--- config.mk ---
export PLATFORM = sky130hd
export DESIGN_NAME = nes_clk_en_gen
export DESIGN_NICKNAME = d
export VERILOG_FILES = /design/src/rtl/nes_clk_pkg.sv /design/src/rtl/nes_clk_div_ch.sv /design/src/rtl/nes_clk_en_gen.sv
export SDC_FILE = /design/constraint.sdc
export NUM_CORES = 1
export LEC_CHECK = 0
export BUFFER_PORTS_ARGS = -buffer_cell sky130_fd_sc_hd__buf_2
export CORE_AREA = 2 2 63 65
export DETAILED_ROUTE_END_ITERATION = 12
export DIE_AREA = 0 0 65 67
export HOLD_SLACK_MARGIN = 0.06
export PLACE_DENSITY = 0.62
export SLEW_MARGIN = 0
export SYNTH_ARGS = -nofsm -noshare
export SYNTH_HDL_FRONTEND = slang
export SYNTH_HIERARCHICAL = 1
export SYNTH_SLANG_ARGS = --single-unit
--- constraint.sdc ---
create_clock -name clk_master -period 6.8 [get_ports clk_master]
set_input_delay 0.34 -clock clk_master [delete_from_list [all_inputs] [get_ports clk_master]]
set_output_delay 0.34 -clock clk_master [all_outputs]
set_load 0.05 [all_outputs]
--- src/rtl/nes_clk_pkg.sv ---
// Shared types and default ratios for the NES clock-enable generator.
package nes_clk_pkg;

  localparam int unsigned DEF_NUM_CH = 2;
  localparam int unsigned DEF_CNT_W  = 5;

  // Channel 0 (CPU) in the LSBs, channel 1 (PPU) above it
  localparam logic [DEF_NUM_CH*DEF_CNT_W-1:0] NTSC_DIV_DEF = {5'd4, 5'd12};
  localparam logic [DEF_NUM_CH*DEF_CNT_W-1:0] PAL_DIV_DEF  = {5'd5, 5'd16};

  localparam logic MODE_NTSC = 1'b0;
  localparam logic MODE_PAL  = 1'b1;

  typedef enum logic [1:0] {
    ST_WAIT_LOCK = 2'd0,
    ST_HOLD      = 2'd1,
    ST_RUN       = 2'd2,
    ST_SWITCH    = 2'd3
  } clk_state_e;

endpackage

--- src/rtl/nes_clk_div_ch.sv ---
// One clock-enable channel: loadable divide ratio, wrap counter and terminal-count flag.
module nes_clk_div_ch #(
  parameter int unsigned CNT_W = 5
) (
  input  logic             clk,
  input  logic             rst,
  input  logic             clear,
  input  logic             load,
  input  logic             freeze,
  input  logic [CNT_W-1:0] div,
  output logic             tc_c
);

  logic [CNT_W-1:0] div_q;
  logic [CNT_W-1:0] cnt;

  always_ff @(posedge clk or posedge rst) begin
    if (rst) begin
      div_q <= '0;
    end else if (load) begin
      div_q <= div;
    end
  end

  // Clear wins over freeze so a lock loss or mode switch always restarts from zero
  always_ff @(posedge clk or posedge rst) begin
    if (rst) begin
      cnt <= '0;
    end else if (clear) begin
      cnt <= '0;
    end else if (!freeze) begin
      cnt <= tc_c ? '0 : cnt + CNT_W'(1);
    end
  end

  assign tc_c = (cnt == div_q - CNT_W'(1));

endmodule

--- src/rtl/nes_clk_en_gen.sv ---
// NES master-clock enable generator: lock-qualified reset release, per-channel
// divided enables, align-point pulse and glitch-free NTSC/PAL switching.
module nes_clk_en_gen
  import nes_clk_pkg::*;
#(
  parameter int unsigned              NUM_CH      = DEF_NUM_CH,
  parameter int unsigned              CNT_W       = DEF_CNT_W,
  parameter logic [NUM_CH*CNT_W-1:0]  NTSC_DIV    = (NUM_CH*CNT_W)'(NTSC_DIV_DEF),
  parameter logic [NUM_CH*CNT_W-1:0]  PAL_DIV     = (NUM_CH*CNT_W)'(PAL_DIV_DEF),
  parameter int unsigned              HOLD_CYCLES = 16
) (
  input  logic              clk_master,
  input  logic              rst_ext,
  input  logic              mmcm_locked,
  input  logic              mode_pal,
  input  logic              halt,
  output logic [NUM_CH-1:0] ce,
  output logic              phase_zero,
  output logic              rst_sync,
  output logic              mode_active
);

  localparam int unsigned HOLD_W = $clog2(HOLD_CYCLES + 1);

  if (NUM_CH == 0) begin : g_bad_num_ch
    $fatal(1, "nes_clk_en_gen: NUM_CH must be at least 1");
  end
  if (HOLD_CYCLES == 0) begin : g_bad_hold
    $fatal(1, "nes_clk_en_gen: HOLD_CYCLES must be at least 1");
  end

  clk_state_e        state;
  clk_state_e        state_nxt;
  logic              lock_meta;
  logic              lock_s;
  logic [HOLD_W-1:0] hold_cnt;
  logic              hold_done_c;
  logic [NUM_CH-1:0] tc;
  logic              align_c;
  logic              mode_differ_c;
  logic              switch_now_c;
  logic              ch_clear;
  logic              ch_load;
  logic              ch_freeze;
  logic [NUM_CH-1:0] ce_d;
  logic              pz_d;
  logic              rst_sync_d;
  logic              mode_d;

  // Two-flop synchronizer for the MMCM lock status
  always_ff @(posedge clk_master or posedge rst_ext) begin
    if (rst_ext) begin
      lock_meta <= 1'b0;
      lock_s    <= 1'b0;
    end else begin
      lock_meta <= mmcm_locked;
      lock_s    <= lock_meta;
    end
  end

  always_ff @(posedge clk_master or posedge rst_ext) begin
    if (rst_ext) begin
      hold_cnt <= '0;
    end else if (state == ST_HOLD) begin
      hold_cnt <= hold_cnt + HOLD_W'(1);
    end else begin
      hold_cnt <= '0;
    end
  end

  // A CNT_W-bit field cannot exceed 2^CNT_W-1, so only a zero ratio needs rejecting
  for (genvar i = 0; i < NUM_CH; i++) begin : g_ch
    localparam logic [CNT_W-1:0] DIV_N = NTSC_DIV[i*CNT_W +: CNT_W];
    localparam logic [CNT_W-1:0] DIV_P = PAL_DIV[i*CNT_W +: CNT_W];

    if (DIV_N == '0 || DIV_P == '0) begin : g_bad_div
      $fatal(1, "nes_clk_en_gen: divide ratio of zero on a channel");
    end

    nes_clk_div_ch #(
      .CNT_W (CNT_W)
    ) u_ch (
      .clk    (clk_master),
      .rst    (rst_ext),
      .clear  (ch_clear),
      .load   (ch_load),
      .freeze (ch_freeze),
      .div    ((mode_pal == MODE_PAL) ? DIV_P : DIV_N),
      .tc_c   (tc[i])
    );
  end

  assign hold_done_c   = (hold_cnt == HOLD_W'(HOLD_CYCLES - 1));
  assign align_c       = &tc;
  assign mode_differ_c = (mode_pal != mode_active);
  assign switch_now_c  = (state == ST_SWITCH) && lock_s && mode_differ_c && align_c && !halt;

  always_ff @(posedge clk_master or posedge rst_ext) begin
    if (rst_ext) begin
      state <= ST_WAIT_LOCK;
    end else begin
      state <= state_nxt;
    end
  end

  always_comb begin
    state_nxt = state;
    unique case (state)
      ST_WAIT_LOCK: if (lock_s) state_nxt = ST_HOLD;
      ST_HOLD: begin
        if (!lock_s)          state_nxt = ST_WAIT_LOCK;
        else if (hold_done_c) state_nxt = ST_RUN;
      end
      ST_RUN: begin
        if (!lock_s)            state_nxt = ST_WAIT_LOCK;
        else if (mode_differ_c) state_nxt = ST_SWITCH;
      end
      ST_SWITCH: begin
        if (!lock_s)             state_nxt = ST_WAIT_LOCK;
        else if (!mode_differ_c) state_nxt = ST_RUN;
        else if (switch_now_c)   state_nxt = ST_RUN;
      end
      default: state_nxt = ST_WAIT_LOCK;
    endcase
  end

  // Next values for the output registers and channel controls
  always_comb begin
    ch_clear   = 1'b0;
    ch_load    = 1'b0;
    ch_freeze  = 1'b1;
    ce_d       = '0;
    pz_d       = 1'b0;
    rst_sync_d = 1'b1;
    mode_d     = mode_active;
    unique case (state)
      ST_WAIT_LOCK: ch_clear = 1'b1;
      ST_HOLD: begin
        ch_clear = 1'b1;
        if (state_nxt == ST_RUN) begin
          ch_load    = 1'b1;
          mode_d     = (mode_pal == MODE_PAL) ? MODE_PAL : MODE_NTSC;
          rst_sync_d = 1'b0;
        end
      end
      ST_RUN, ST_SWITCH: begin
        if (!lock_s) begin
          ch_clear = 1'b1;
        end else begin
          rst_sync_d = 1'b0;
          ch_freeze  = halt;
          if (!halt) begin
            ce_d = tc;
            pz_d = align_c;
          end
          if (switch_now_c) begin
            ch_clear = 1'b1;
            ch_load  = 1'b1;
            mode_d   = (mode_pal == MODE_PAL) ? MODE_PAL : MODE_NTSC;
          end
        end
      end
      default: ch_clear = 1'b1;
    endcase
  end

  always_ff @(posedge clk_master or posedge rst_ext) begin
    if (rst_ext) begin
      ce          <= '0;
      phase_zero  <= 1'b0;
      rst_sync    <= 1'b1;
      mode_active <= MODE_NTSC;
    end else begin
      ce          <= ce_d;
      phase_zero  <= pz_d;
      rst_sync    <= rst_sync_d;
      mode_active <= mode_d;
    end
  end

endmodule
==> impl_results.md <==
* Run status: complete, no violations
* Startpoint Class: register
* Post-route total power at 0.000411 W
* Leakage power at 0.928 nW
* Die H at 67 um
* Cells after Synth at 155
* Synth top area share at 46.9%
* GP Congestion at 0.756
* Post-synth top area cell: dfrtp_1
* PortBufs at 9
* Clk_skew at 4.70 ps
* Post-layout util at 55.3%
* Fill cell count at 327
* DR pass1 iterations at 4
* Crit Path Class: reg2reg
* Initial DRC Count at 65
* Pins Over Slew Limit at 0
* Post-Route WL at 2.87 mm
* Syn Std Cell Area at 1760 um2
* Synth Register Bits at 34
* FP Rows at 22
* Worst Path Arrival at 3220 ps
* Area growth syn-to-layout at 13.2%
* Hold path depth at 1
* R2r setup slk at 3760 ps
* Post-synth EDFFs at 0
* Clk Latency, worst-skew pair at 290 ps
* Core region area at 3610 um2
* Vias at 1139
* Final Hold Fails at 0
* Pin count of the biggest net entering global routing at 16
* RR Endpoint: g_ch[0].u_ch/cnt[2]
* Ports at 10
* Min-Delay Path Class: in2reg
* Slowest cell delay on critical path at 550 ps
* Max_cap viols at 0
* DRC viols at 0
* Yosys warns at 6
* Reg clk slew, reported paths at 70 ps
* Final net count at 185
* Total CTS buffers at 5
* Crit-path most repeated cell: nor4bb_1
* Worst path required time at 6980 ps
* Slowest-stage cell, CP: a311oi_2
* Clock Sink Count at 34
* Synth area leaders: dfrtp_1 47%, xnor2_1 4.5%, ha_1 4.3%
* Initial cell density of the core at 48.8%
* First-pass GRT wire length at 5.47 mm
* Ys async rst share at 100%
* RSZ-0062 raised after global routing: false
* WP buf/inv at 1
* Full die area at 4360 um2
* Least-Margin Pin Slew at 643 ps
* Reg2Reg Depth at 10
* VDD IR-drop max at 93.4 uV
* Clock root buffer: clkbuf_8
* Cts repair resizes at 0
* H-tree depth at 2
* Clk pwr share at 41.6%
* TritonCTS clock tree: done
* P_sw at 0.0000897 W
* Per-cell routed wire length at 12.9 um
* Final instance area at 1990 um2
* Layout cells sized above 1 at 20.0%
* Max-Slew Margin vs Limit at 57.2%
* N_diodes at 0
* Initial antenna violation count at 0
* Critical path capture point type: register
* GRT Resource Usage Total at 17.1%
* Tcrit/Tclk final at 44.8%
* Distinct cells, synth at 40
* Min-delay src: mmcm_locked
* Worst-path cell chain: inv_1 > ha_1 > nor4bb_1 > o211ai_1 > a311oi_2 > nand4b_4 > o21bai_1 > nor2_1 > nor4bb_1 > a221o_1
* Dominant synthesized flop cell: dfrtp_1
* Post-DP HPWL at 2.20 mm
* Crit Path Max Fanout at 8
* CP delay by family, top: compound AO/OA/AOI/OAI gates
* Post-synthesis sequential area ratio at 48.4%
* Final ANT Viol Nets at 0
* R2R Path Start: g_ch[0].u_ch/div_q[0]
* Total grt overflow at 0
* Cell-internal power at 0.000322 W
* Fmax at 329 MHz
* Switching Fraction at 21.8%
* Setup Buffers After CTS at 0
* Vias per inst at 5.11
* Min Clock Period, post-route at 3040 ps
* Pwr per Cell Area at 206 nW/um2
* Die width at 65 um
* Hold EP: lock_meta
* Combinational power share at 6.6%
* Sequential Power Share at 51.8%
* Clock Path Buffers at 2
* Setup TNS at 0 ps
* Syn Area/Cell at 11.4 um2
* Final setup viols at 0
* DP Area at 1870 um2
* Vias in the first global route at 1203
==> routing by layer <==
layer  vias to the layer above  global-route usage [%]  wire (um)
li1                        573                       -          -
met1                       540                    21.0       1320
met2                        17                    26.7       1360
met3                         9                    4.05         81
met4                         0                    11.4        104
met5                         -                       0          0
==> how the worst max path moves through the flow <==
stage	start	to	slack, ps	cells past startpoint
final	g_ch[0].u_ch/div_q[0]	g_ch[0].u_ch/cnt[2]	3760	10
after global placement	g_ch[1].u_ch/div_q[0]	g_ch[0].u_ch/cnt[2]	3830	8
after CTS	g_ch[0].u_ch/div_q[0]	g_ch[1].u_ch/cnt[2]	3720	9
after floorplan	g_ch[0].u_ch/div_q[0]	g_ch[0].u_ch/cnt[2]	4070	9
after detailed placement	g_ch[0].u_ch/div_q[0]	g_ch[0].u_ch/cnt[2]	3740	9
after global routing	g_ch[0].u_ch/div_q[0]	g_ch[1].u_ch/cnt[2]	3370	9
==> synthesized netlist by cell type (all sizes together) (5+ instances only) <==
cell type	count
dfrtp	33
mux2	9
inv	12
nor2b	8
nor2	9
a22o	5
xnor2	10
xor2	5
ha	6
nand2	6
o21ai	6
nand3	7
==> cell families after synthesis <==
kind of cell	after synthesis	share of synthesized area, %
other cells	2	0.427
fa+ha+maj	6	4.26
simple gates	51	18.4
mux	9	5.97
flops	34	48.4
buf+inv	14	2.99
compound gates	24	11.7
xor+xnor	15	7.89
==> state kept, by name, summed over array words and instances (netlist names) <==
register	flops
g_ch.u_ch/cnt	10
ce	2
mode_active	1
rst_sync	1
hold_cnt	5
state	2
g_ch.u_ch/div_q	10
lock_meta	1
lock_s	1
phase_zero	1
==> metrics by stage <==
step / hold WS, ps / worst slack (ps) / cells
finish: 165 / 3760 / 223
global route: 160 / 3370 / 223
global placement: 341 / 3830 / 214
detailed placement: 341 / 3740 / 214
floorplan: 180 / 4070 / 159
CTS: 156 / 3720 / 223
==> power by group through the flow <==
stage                     Clock, W  Sequential [W]  Combinational [W]
final                     0.000171        0.000213          0.0000270
after global routing      0.000186        0.000214          0.0000319
after CTS                 0.000178        0.000213          0.0000277
after detailed placement         0        0.000217          0.0000270
after global placement           0        0.000217          0.0000263
after floorplan                  0        0.000217          0.0000202
==> what timing repair did <==
item                                    in CTS  in global routing
endpoints found under the setup margin       0                  0
hold buffers                                 1                  0
endpoints found under the hold margin       20                  0
==> cell usage in the layout, fill, tap and decap left out, types with 7 or more instances in the layout <==
cell type	n
dfrtp_1	33
xnor2_1	9
buf_2	9
nand3_1	7
clkbuf_8	8
inv_1	12
nor2_1	9
nor2b_1	8
==> cell type report <==
cell class / count / area [um2] / share of cell area [%]
repair buffers: 10 / 55.1 / 2.76
multi-input cells: 111 / 871 / 43.7
well taps: 48 / 60.1 / 3.01
clock buffers: 8 / 110 / 5.52
inverters: 12 / 45.0 / 2.26
flip-flops and latches: 34 / 852 / 42.7
Note: power is estimated with default switching activity, not from simulation.
